<file path="config.mk">
export PLATFORM = sky130hd
export DESIGN_NAME = status_flag_stack_flat
export DESIGN_NICKNAME = d
export VERILOG_FILES = /design/src/rtl/status_flag_stack_if.sv /design/src/rtl/status_flag_stack.sv /design/src/flat_wrapper.sv
export SDC_FILE = /design/constraint.sdc
export NUM_CORES = 1
export LEC_CHECK = 0
export ABC_CLOCK_PERIOD_IN_PS = 2500
export CORE_MARGIN = 2
export CORE_UTILIZATION = 47
export DETAILED_ROUTE_END_ITERATION = 8
export HOLD_SLACK_MARGIN = 0.06
export MAX_ROUTING_LAYER = met4
export PLACE_DENSITY = 0.77
export REMOVE_ABC_BUFFERS = 1
export SYNTH_ARGS = -nofsm -noshare
export SYNTH_HDL_FRONTEND = slang
export SYNTH_SLANG_ARGS = --single-unit
</file>
<file path="constraint.sdc">
create_clock -name clk -period 2.5 [get_ports clk]
set_input_delay 0.25 -clock clk [delete_from_list [all_inputs] [get_ports clk]]
set_output_delay 0.25 -clock clk [all_outputs]
set_load 0.03 [all_outputs]
</file>
<file path="src/rtl/status_flag_stack_if.sv">
// Control/status bundle between the branch/interrupt controller and the status flag stack.
interface status_flag_stack_if #(
    parameter int NUM_FLAGS   = 4,
    parameter int STACK_DEPTH = 4,
    parameter int DW          = $clog2(STACK_DEPTH + 1)
);
    logic                 update_flags;
    logic [NUM_FLAGS-1:0] flag_mask;
    logic [NUM_FLAGS-1:0] flags_in;
    logic                 sw_write;
    logic [NUM_FLAGS-1:0] sw_data;
    logic                 push;
    logic                 pop;
    logic                 clear_err;
    logic [NUM_FLAGS-1:0] status_flags;
    logic [DW-1:0]        depth;
    logic                 stack_full;
    logic                 stack_empty;
    logic                 stack_ovf;
    logic                 stack_unf;

    modport master (
        output update_flags, flag_mask, flags_in, sw_write, sw_data, push, pop, clear_err,
        input  status_flags, depth, stack_full, stack_empty, stack_ovf, stack_unf
    );

    modport slave (
        input  update_flags, flag_mask, flags_in, sw_write, sw_data, push, pop, clear_err,
        output status_flags, depth, stack_full, stack_empty, stack_ovf, stack_unf
    );
endinterface

</file>
<file path="src/rtl/status_flag_stack.sv">
// Masked processor status register with a LIFO save/restore stack for interrupt entry/return.
module status_flag_stack #(
    parameter int NUM_FLAGS   = 4,
    parameter int STACK_DEPTH = 4,
    parameter int DW          = $clog2(STACK_DEPTH + 1)
) (
    input  logic                clk,
    input  logic                rst,
    status_flag_stack_if.slave  bus
);
    localparam int AW = (STACK_DEPTH > 1) ? $clog2(STACK_DEPTH) : 1;

    logic [NUM_FLAGS-1:0] stack_mem [STACK_DEPTH];
    logic [NUM_FLAGS-1:0] status_q;
    logic [NUM_FLAGS-1:0] status_d;
    logic [DW-1:0]        depth_q;
    logic                 ovf_q;
    logic                 unf_q;

    logic is_full;
    logic is_empty;
    logic push_only;
    logic pop_only;
    logic push_ok;
    logic pop_ok;
    logic [AW-1:0] push_idx;
    logic [AW-1:0] top_idx;

    assign is_full   = (depth_q == DW'(STACK_DEPTH));
    assign is_empty  = (depth_q == '0);
    // Simultaneous push and pop cancel out: no stack motion and no error.
    assign push_only = bus.push & ~bus.pop;
    assign pop_only  = bus.pop & ~bus.push;
    assign push_ok   = push_only & ~is_full;
    assign pop_ok    = pop_only & ~is_empty;
    assign push_idx  = AW'(depth_q);
    assign top_idx   = AW'(depth_q - DW'(1));

    // NOTE: every variable written in always_comb gets a default first, so no latch is inferred.
    always_comb begin
        status_d = status_q;
        if (pop_ok) begin
            status_d = stack_mem[top_idx];
        end else if (bus.sw_write) begin
            status_d = bus.sw_data;
        end else if (bus.update_flags) begin
            status_d = (status_q & ~bus.flag_mask) | (bus.flags_in & bus.flag_mask);
        end
    end

    always_ff @(posedge clk) begin
        if (rst) begin
            status_q <= '0;
            depth_q  <= '0;
            ovf_q    <= 1'b0;
            unf_q    <= 1'b0;
        end else begin
            status_q <= status_d;
            if (push_ok) begin
                depth_q <= depth_q + DW'(1);
            end else if (pop_ok) begin
                depth_q <= depth_q - DW'(1);
            end
            // Setting an error has priority over clearing it in the same cycle.
            if (push_only && is_full) begin
                ovf_q <= 1'b1;
            end else if (bus.clear_err) begin
                ovf_q <= 1'b0;
            end
            if (pop_only && is_empty) begin
                unf_q <= 1'b1;
            end else if (bus.clear_err) begin
                unf_q <= 1'b0;
            end
        end
    end

    // NOTE: stack storage is deliberately left out of reset; entries above depth are never read.
    always_ff @(posedge clk) begin
        if (push_ok && !rst) begin
            stack_mem[push_idx] <= status_q;
        end
    end

    assign bus.status_flags = status_q;
    assign bus.depth        = depth_q;
    assign bus.stack_full   = is_full;
    assign bus.stack_empty  = is_empty;
    assign bus.stack_ovf    = ovf_q;
    assign bus.stack_unf    = unf_q;
endmodule
</file>
<file path="src/flat_wrapper.sv">
// flat-port wrapper written by rule: the top's interface ports become plain ports
module status_flag_stack_flat 
#(
    parameter int NUM_FLAGS   = 4,
    parameter int STACK_DEPTH = 4,
    parameter int DW          = $clog2(STACK_DEPTH + 1)
)
  (clk, rst, bus_update_flags, bus_flag_mask, bus_flags_in, bus_sw_write, bus_sw_data, bus_push, bus_pop, bus_clear_err, bus_status_flags, bus_depth, bus_stack_full, bus_stack_empty, bus_stack_ovf, bus_stack_unf);
  status_flag_stack_if #(.NUM_FLAGS(NUM_FLAGS), .STACK_DEPTH(STACK_DEPTH), .DW(DW)) bus_i ();
  input  logic clk;
  input  logic rst;
  input wire logic [$bits(bus_i.update_flags)-1:0] bus_update_flags;
  input wire logic [$bits(bus_i.flag_mask)-1:0] bus_flag_mask;
  input wire logic [$bits(bus_i.flags_in)-1:0] bus_flags_in;
  input wire logic [$bits(bus_i.sw_write)-1:0] bus_sw_write;
  input wire logic [$bits(bus_i.sw_data)-1:0] bus_sw_data;
  input wire logic [$bits(bus_i.push)-1:0] bus_push;
  input wire logic [$bits(bus_i.pop)-1:0] bus_pop;
  input wire logic [$bits(bus_i.clear_err)-1:0] bus_clear_err;
  output wire logic [$bits(bus_i.status_flags)-1:0] bus_status_flags;
  output wire logic [$bits(bus_i.depth)-1:0] bus_depth;
  output wire logic [$bits(bus_i.stack_full)-1:0] bus_stack_full;
  output wire logic [$bits(bus_i.stack_empty)-1:0] bus_stack_empty;
  output wire logic [$bits(bus_i.stack_ovf)-1:0] bus_stack_ovf;
  output wire logic [$bits(bus_i.stack_unf)-1:0] bus_stack_unf;
  assign bus_i.update_flags = bus_update_flags;
  assign bus_i.flag_mask = bus_flag_mask;
  assign bus_i.flags_in = bus_flags_in;
  assign bus_i.sw_write = bus_sw_write;
  assign bus_i.sw_data = bus_sw_data;
  assign bus_i.push = bus_push;
  assign bus_i.pop = bus_pop;
  assign bus_i.clear_err = bus_clear_err;
  assign bus_status_flags = bus_i.status_flags;
  assign bus_depth = bus_i.depth;
  assign bus_stack_full = bus_i.stack_full;
  assign bus_stack_empty = bus_i.stack_empty;
  assign bus_stack_ovf = bus_i.stack_ovf;
  assign bus_stack_unf = bus_i.stack_unf;
  status_flag_stack #(.NUM_FLAGS(NUM_FLAGS), .STACK_DEPTH(STACK_DEPTH), .DW(DW)) u_core (.clk(clk), .rst(rst), .bus(bus_i));
endmodule
</file>
==> flow_metrics.tcl <==
set metrics [dict create \
    dp_hpwl_microns 1984 \
    path_delay_family "buffers and inverters" \
    path_cells "inv_1 > ha_1 > ha_1 > clkdlybuf4s50_1" \
    io_buffers 29 \
    postCtsSetupBuffers 0 \
    cp_slowest_cell "clkdlybuf4s50_1" \
    clockBufferDepth 2 \
    dr.pass1.iters 4 \
    io-pin-count 30 \
    drive_gt1_share_pct 9.677 \
    finalCritPeriodShare_pct 88.59 \
    overflow 0 \
    hold_viol 0 \
    grt_usage_pct 20.28 \
    cts_tree "yes" \
    worst_pin_slew_ns 0.5559 \
    hold_ws_ns 0.5261 \
    hold_buffers 0 \
    cts-buffers-inserted 3 \
    rows 18 \
    leakage_nw 0.5448 \
    max_stage_delay_ns 0.71 \
    die_h_microns 54.11 \
    maxSlewViolCount 0 \
    fin_crit_ns 2.215 \
    vias 850 \
    regArea_sq_um 660.6 \
    fin_nets 150 \
    fp.dieW_microns 54.11 \
    drt_drc_violations_left 0 \
    clockRootBuffer "clkbuf_4" \
    ir_drop_mv 0.5432 \
    status "finished, final reports clean" \
    setup_tns_ns 0 \
    clock_latency_ns 0.31 \
    cts_resized 0 \
    maxCapViolations 0 \
    grt_pass1_wl_microns 3974 \
    yosysSeqAreaShare_pct 55.99 \
    drt_iter0_drc 27 \
    mostFrequentLayoutCell "clkdlybuf4s50_1" \
    regToRegSetupSlack_ns 0.57 \
    routed_via_density 5.519 \
    synth_area_leaders "edfxtp_1 (41%), dfxtp_1 (15%), mux4_2 (7.6%), ha_1 (6.4%), a311oi_1 (3.0%)" \
    area_growth_pct 30.65 \
    synth.distinct_cells 28 \
    synth.top_cell.area_share_pct 40.72 \
    critical_path_class "reg2out" \
    final_cell_mix "clkdlybuf4s50_1 (29), edfxtp_1 (16), dfxtp_1 (9)" \
    setup_viol 0 \
    avgSynthCellArea_sq_um 12.97 \
    coreArea_sq_um 2432 \
    ys_ff_latch 25 \
    wl_per_cell_microns 16.18 \
    syn_area_sq_um 1180 \
    path_max_fanout 5 \
    rsz0062_at_grt "false" \
    arrival_ns 1.96 \
    num_antenna_cells 0 \
    ant_nets 0 \
    worst-path-buf-inv 2 \
    yosys.area.top_type "edfxtp_1" \
    timing.fmax_ghz 0.4515 \
    syn_inst 91 \
    skew_ns 0.01157 \
    hp-class "reg2reg" \
    routed_wl_microns 2491 \
    grt_pass1_vias 846 \
    gp_congestion 0.9089 \
    start_util_pct 48.51 \
    worst_ep_required_time_ns 2.25 \
    clock-sinks 25 \
    power.density_nw_per_um2 696.4 \
    grt_max_degree 15 \
    multi_input_area_sq_um 484.2 \
    slew_headroom_pct 62.65 \
    die_area_sq_um 2927 \
    clk_pin_slew_worst_paths_ns 0.14 \
    crit_path_end_kind "output port" \
    htree_levels 1 \
    antenna_found_initial 0 \
    start_kind "register" \
    yosysWarningCount 0 \
    n_fill_cell 204 \
    cp_common_cell "ha_1" \
]
## cell usage after synthesis (all sizes together)
library cell and n:
o32ai 1, nor2b 4, buf 1, ha 6
mux4 4, o32a 1, nand3 1, a32oi 1
nor3b 1, and2 3, nand2 7, dfxtp 9
nand2b 1, edfxtp 16, a21oi 4, o41ai 4
a22oi 1, a311oi 4, and2b 2, a21boi 4
nor3 1, inv 7, or2 1, clkbuf 1
nor2 4, mux2i 1, xnor2 1
## per-layer routing
layer	wire length [microns]	global-route usage (%)
met5	0	-
met4	30	7.500
met3	140	3.056
met2	1291	33.94
met1	1028	24.82
## worst paths after layout
path                           to            startpoint  cells past startpoint
max               bus_stack_empty   u_core.bus.depth[1]                      4
min          u_core.bus.stack_unf  u_core.bus.stack_unf                      2
max reg2reg   u_core.bus.depth[2]   u_core.bus.depth[1]                      7
min reg2reg  u_core.bus.stack_unf  u_core.bus.stack_unf                      2
## layout make-up
type	count	share of cell area, %
Inverter	7	1.705
Tap cell	30	2.435
Clock inverter	1	0.3247
Timing Repair Buffer	31	19.81
Clock buffer	3	1.461
Sequential cell	25	42.86
Multi-Input combinational cell	57	31.41
## tightest hold or removal path: stages, from the launching register on
cell	delay (ns)
dfxtp_1	0.36
a32oi_1	0.06
nor2_1	0.08
## power by group
| group | switching (W) | internal, W | total (W) |
|---|---|---|---|
| clock network | 0.000117 | 0.0000597 | 0.000177 |
| registers | 0.0000273 | 0.000477 | 0.000505 |
| logic | 0.000207 | 0.000185 | 0.000392 |
| total | 0.000351 | 0.000722 | 0.00107 |
## cells by family (layout without fill, tap and decap cells)
kind of cell	count (synthesis)	in the layout	synth area share [%]
AOI/OAI and AO/OA	20	20	13.47
DFF	25	25	55.99
buffers and inverters	9	42	2.969
adders and majority gates	6	6	6.363
and+or+nand+nor	25	25	11.98
xor gates and xnor gates	1	1	0.7424
muxes	5	5	8.484
## through the flow
stage                     setup WS [ns]  cell area [sq um]  cells  util (%)  total power, W
after detailed placement         0.5801               1514    150     62.24       0.0009064
after CTS                        0.3059               1541    154     63.37        0.001078
after global placement           0.6249               1514    150     62.24       0.0008991
final                            0.2854               1541    154     63.37        0.001074
after global routing             0.2006               1541    154     63.37        0.001127
after floorplan                  0.2610               1171     89         -       0.0007530
(Power assumes the default switching activity.)
